==> src/rtl/snes_region_ctrl.sv <==
// Region controller: CSYNC line-count video standard detection, colour-carrier divider, B-bus region patch.
// Optional macro SNES_REGION_LINECNT_EN adds LINE_COUNT_o and FRAME_TICK_o.
module snes_region_ctrl #(
  parameter int NUM_PATCH_REGS = 1,
  parameter logic [8*NUM_PATCH_REGS-1:0] PATCH_ADDR_LIST = 8'h3f,
  parameter int HSYNC_MIN_CLKS = 1000,
  parameter int VSYNC_PULSE_CLKS = 400,
  parameter int LINES_PAL_MIN = 287,
  parameter int STABLE_FRAMES = 3,
  parameter int CC_HALF_NTSC = 3,
  parameter int CC_HALF_PAL = 2,
  parameter int TIMEOUT_LOG2 = 21
) (
  input  logic                      MCLK_i,
  input  logic                      RESET_i,
  input  logic                      CSYNC_i,
  input  logic [1:0]                FORCE_MODE_i,
  input  logic                      NPARD_i,
  input  logic [7:0]                ADDRESS_BUS_B_i,
  input  logic                      EN_REGPATCH_i,
  output logic [NUM_PATCH_REGS-1:0] NDRIVE_o,
  output logic                      PALMODE_o,
  output logic [1:0]                NPALMODE_o,
  output logic                      MODE_VALID_o,
  output logic                      ColorCarrier_o
`ifdef SNES_REGION_LINECNT_EN
  ,
  output logic [9:0]                LINE_COUNT_o,
  output logic                      FRAME_TICK_o
`endif
);

  localparam int LW_W   = $clog2(VSYNC_PULSE_CLKS + 1);
  localparam int CC_MAX = (CC_HALF_NTSC > CC_HALF_PAL) ? CC_HALF_NTSC : CC_HALF_PAL;
  localparam int CC_W   = (CC_MAX > 1) ? $clog2(CC_MAX) : 1;

  logic                    csync_meta, csync_sync, csync_prev;
  logic [LW_W-1:0]         low_cnt;
  logic [9:0]              gap_cnt, line_cnt;
  logic                    armed;
  logic [TIMEOUT_LOG2-1:0] to_cnt;
  logic                    cand, auto_pal;
  logic [3:0]              stable_cnt;
  logic [CC_W-1:0]         cc_cnt, half_m1;
  logic                    pal_d;

  logic       fall, counted, boundary, verdict, timeout, cand_next;
  logic [3:0] stable_next;

  always_comb begin
    fall     = csync_prev & ~csync_sync;
    counted  = fall && (gap_cnt >= 10'(HSYNC_MIN_CLKS));
    boundary = armed && (low_cnt == LW_W'(VSYNC_PULSE_CLKS));
    verdict  = (line_cnt >= 10'(LINES_PAL_MIN));
    timeout  = &to_cnt;
    half_m1  = PALMODE_o ? CC_W'(CC_HALF_PAL - 1) : CC_W'(CC_HALF_NTSC - 1);
    cand_next   = cand;
    stable_next = stable_cnt;
    if (verdict == cand) begin
      if (stable_cnt < 4'(STABLE_FRAMES)) stable_next = stable_cnt + 4'd1;
    end else begin
      cand_next   = verdict;
      stable_next = 4'd1;
    end
  end

  always_ff @(posedge MCLK_i) begin
    if (RESET_i) begin
      csync_meta     <= 1'b1;
      csync_sync     <= 1'b1;
      csync_prev     <= 1'b1;
      low_cnt        <= '0;
      gap_cnt        <= '0;
      line_cnt       <= '0;
      armed          <= 1'b0;
      to_cnt         <= '0;
      cand           <= 1'b0;
      auto_pal       <= 1'b0;
      stable_cnt     <= '0;
      MODE_VALID_o   <= 1'b0;
      PALMODE_o      <= 1'b0;
      pal_d          <= 1'b0;
      cc_cnt         <= '0;
      ColorCarrier_o <= 1'b0;
    end else begin
      csync_meta <= CSYNC_i;
      csync_sync <= csync_meta;
      csync_prev <= csync_sync;

      if (csync_sync) low_cnt <= '0;
      else if (low_cnt != LW_W'(VSYNC_PULSE_CLKS)) low_cnt <= low_cnt + 1'b1;

      if (counted) gap_cnt <= '0;
      else if (~&gap_cnt) gap_cnt <= gap_cnt + 1'b1;

      // only one boundary per field: re-armed by the next counted line edge
      if (counted) armed <= 1'b1;
      else if (boundary) armed <= 1'b0;

      if (boundary) line_cnt <= counted ? 10'd1 : 10'd0;
      else if (counted && ~&line_cnt) line_cnt <= line_cnt + 1'b1;

      if (boundary) begin
        to_cnt     <= '0;
        cand       <= cand_next;
        stable_cnt <= stable_next;
        if (stable_next == 4'(STABLE_FRAMES)) begin
          auto_pal     <= cand_next;
          MODE_VALID_o <= 1'b1;
        end
      end else begin
        to_cnt <= to_cnt + 1'b1;
        if (timeout) begin
          MODE_VALID_o <= 1'b0;
          stable_cnt   <= '0;
        end
      end

      case (FORCE_MODE_i)
        2'b00:   PALMODE_o <= auto_pal;
        2'b01:   PALMODE_o <= 1'b0;
        2'b10:   PALMODE_o <= 1'b1;
        default: PALMODE_o <= PALMODE_o;
      endcase

      // restart the divider after a mode change without touching the output level
      pal_d <= PALMODE_o;
      if (pal_d != PALMODE_o) begin
        cc_cnt <= '0;
      end else if (cc_cnt == half_m1) begin
        cc_cnt         <= '0;
        ColorCarrier_o <= ~ColorCarrier_o;
      end else begin
        cc_cnt <= cc_cnt + 1'b1;
      end
    end
  end

  assign NPALMODE_o = {2{~PALMODE_o}};

  always_comb begin
    for (int k = 0; k < NUM_PATCH_REGS; k++) begin
      NDRIVE_o[k] = ~(EN_REGPATCH_i & ~NPARD_i &
                      (ADDRESS_BUS_B_i == PATCH_ADDR_LIST[8*k +: 8]));
    end
  end

`ifdef SNES_REGION_LINECNT_EN
  always_ff @(posedge MCLK_i) begin
    if (RESET_i) begin
      LINE_COUNT_o <= '0;
      FRAME_TICK_o <= 1'b0;
    end else begin
      FRAME_TICK_o <= boundary;
      if (boundary) LINE_COUNT_o <= line_cnt;
    end
  end
`endif

endmodule
==> config.mk <==
export PLATFORM = sky130hd
export DESIGN_NAME = snes_region_ctrl
export DESIGN_NICKNAME = d
export VERILOG_FILES = /design/src/rtl/snes_region_ctrl.sv
export SDC_FILE = /design/constraint.sdc
export NUM_CORES = 1
export LEC_CHECK = 0
export CORE_MARGIN = 1.5
export CORE_UTILIZATION = 50
export CTS_CLUSTER_DIAMETER = 120
export DETAILED_ROUTE_END_ITERATION = 7
export PLACE_DENSITY = 0.84
export REMOVE_ABC_BUFFERS = 1
export SYNTH_ARGS = -nofsm -noshare
export SYNTH_HDL_FRONTEND = slang
export SYNTH_SLANG_ARGS = --single-unit
export TNS_END_PERCENT = 30
==> constraint.sdc <==
create_clock -name MCLK_i -period 2.05 [get_ports MCLK_i]
set_input_delay 0.41 -clock MCLK_i [delete_from_list [all_inputs] [get_ports MCLK_i]]
set_output_delay 0.41 -clock MCLK_i [all_outputs]
set_load 0.02 [all_outputs]
==> out/qor.txt <==
Total global-route track usage - 20.68%
Leak pwr - 0.001304 uW
DR vias/cell - 5.574
Worst EP arrival - 2.32 ns
Max Fclk - 479.1 MHz
Die W - 81.95 um
Root buf cell - clkbuf_8
Die area - 6716 sq um
Initial core utilization - 52.33%
Worst reg-to-reg setup slack - -0.04 ns
DP Worst Slack - -0.3627 ns
Worst setup margin - -0.03736 ns
Max-slew violations - 0
WL final - 6415 um
Synth Cell Area - 3117 sq um
Synth warnings - 0
Synth-to-Final Area Change - 23.04%
Compound-cell area share of the yosys netlist - 11.96%
Row count - 28
Ys flop type - dfxtp_1
Die H - 81.95 um
Rel. slew slack - 67.26%
Layout cell share with drive strength beyond 1 - 14.84%
HP Class - flip-flop to flip-flop
# clock sinks - 66
Critical Path RT - 2.28 ns
Xor/xnor cell area share of the yosys netlist - 6.744%
Total power - 2567 uW
Post-Synthesis Mean Instance Area - 8.658 sq um
Worst-margin pin slew - 0.4873 ns
Overflow after GRT - 0
Tmin final - 2.087 ns
GR peak layer - met2
Status - complete, but fails checks
DRT iter0 DRCs - 199
Final Hold Vio Count - 0
Dominant cell type by area after synthesis - dfxtp_1
Global-route wire length before repair - 10660 um
Synthesized flop and latch total - 66
Setup Skew - 0.01043 ns
Met1 Usage GRT - 22.95%
NumNets Final - 433
Largest family of logic cells by synthesized area - simple AND/OR/NAND/NOR gates
Longest Clk Path Bufs - 2
Post-synthesis mux area share - 2.328%
Cell variety after synth - 45
Met2 usage - 36.39%
Vias post-DR - 2709
Synth Area in Simple Gates - 28.30%
Crit end category - flip-flop
Worst skew pair latency - 0.35 ns
Worst-path fanout max - 6
Antenna violations before repair - 0
Main area contributors after synthesis - dfxtp_1, nor2_1, ha_1
DR pass1 iterations - 4
Total CTS buffers - 9
H-tree Lvls - 3
Startpoint Class - flip-flop
Post-Synthesis Cells - 360
Routed Antenna Nets - 0
Max-cap viol count - 0
Final-report setup violation count - 2
Diodes inserted - 0
Reg clk slew, reported paths - 0.07 ns
RSZ-0062 raised after global routing - true
PwrDens - 669.3 nW/um^2
Vias in the first global route - 2547
Hpwl dp - 4377 um
Tcrit/Tclk final - 101.8%
Async SR Flop Fraction - 0%
CTS tree - built
Top cell type's share of synthesized area - 42.39%
Avg WL per Cell - 13.20 um
Port buffer count - 20
Max IR drop VDD - 0.5241 mV
# DRC - 0
Area of the core - 5956 sq um
Failing checks - setup timing
Synth Area in Adders - 4.817%
Number of synthesized flops with an enable pin - 0
GPL Wtd Cong - 0.8786
I/O pins - 21
Pin count of the biggest net entering global routing - 22
Setup CP Type - flip-flop to flip-flop
Register area share after synthesis - 42.39%
GR Util met3 - 7.778%
-- per-stage QoR --
step / setup TNS [ns] / cell area (sq um) / hold WS, ns / std cells / utilization, %
after global placement: -0.3352 / 3545 / 0.3996 / 467 / 59.52
after CTS: -0.03293 / 3761 / 0.4417 / 483 / 63.15
after floorplan: -0.03567 / 3073 / 0.3895 / 350 / -
final: -0.04697 / 3835 / 0.4410 / 486 / 64.39
after detailed placement: -0.4905 / 3545 / 0.4176 / 467 / 59.52
after global routing: -0.2094 / 3835 / 0.4455 / 486 / 64.39
-- kinds of logic after synthesis --
logic type	after synthesis
simple gates	164
flops	66
compound gates	60
xor+xnor	24
fa+ha+maj	12
mux	7
buf+inv	27
-- critical path, cell delays in order (launching register included) --
cell	delay [ns]
dfxtp_2	0.34
ha_4	0.16
nand4_1	0.08
nand2_1	0.06
a21o_1	0.22
ha_4	0.32
nand2_2	0.06
mux2i_2	0.19
nand4_1	0.20
mux2_4	0.34
-- worst paths after layout --
path | start | end | depth (start not counted)
max | line_cnt[0] | auto_pal | 9
min | csync_meta | csync_sync | 1
max reg2reg | line_cnt[0] | auto_pal | 9
min reg2reg | csync_meta | csync_sync | 1
-- routing by layer --
metal  up-vias  wire (um)
met5         -          0
met4         0         90
met3        10        280
met2        42       3187
met1      1265       2856
li1       1392          -
-- what timing repair did --
item                                    4_1_cts  5_1_grt
buffers inserted                              0        3
cloned                                        0        0
hold buffers                                  0        0
pin swaps                                     2        9
endpoints found under the setup margin        3        5
gates resized for setup                       6       11
-- cell usage in the layout, fill, tap and decap left out, types with 4 or more instances in the layout --
master,synthesis,routed
a211oi_1,5,5
a21oi_1,23,22
a31oi_1,4,4
and3_1,7,7
buf_4,1,24
clkbuf_8,0,11
clkdlybuf4s50_1,0,19
dfxtp_1,66,64
ha_1,12,9
inv_1,17,17
mux2i_1,5,4
nand2_1,26,24
nand3_1,17,17
nand4_1,9,9
nor2_1,41,41
nor2b_1,6,6
nor3_1,12,12
nor4_1,7,6
nor4b_1,4,4
o21ai_0,9,9
o31ai_1,10,10
or3_1,10,9
or4_1,6,6
xnor2_1,16,16
xor2_1,8,8
-- synth_stat cells (all sizes together) (7+ instances only) --
library cell and n:
inv 17, and3 7, nor3 12, o21ai 9
nand4 9, o31ai 10, dfxtp 66, nand3 18
xnor2 16, or3 10, nand2 26, ha 12
xor2 8, nor4 7, a21oi 23, nor2 41
-- power by group --
group	switching (uW)	internal, uW
logic	59.4	67.1
clock network	491	626
registers	20.5	1300
total	571	2000
-- registers in the layout, summed over array words and instances (netlist names) --
name / count
stable_cnt: 4
csync_prev: 1
to_cnt: 21
ColorCarrier_o: 1
csync_meta: 1
MODE_VALID_o: 1
low_cnt: 9
cc_cnt: 2
line_cnt: 10
PALMODE_o: 1
pal_d: 1
csync_sync: 1
gap_cnt: 10
auto_pal: 1
cand: 1
armed: 1
-- final cells by class --
class                      instances  area (sq um)
tap                               75         93.84
sequential                        66          1324
multi-input combinational        267          1753
fill                             476          2121
timing repair buffer              45         395.4
clock buffer                      12         155.1
clock inverter                     4         50.05
inverter                          17         63.81
No activity file was read; power rests on OpenSTA's default activity.
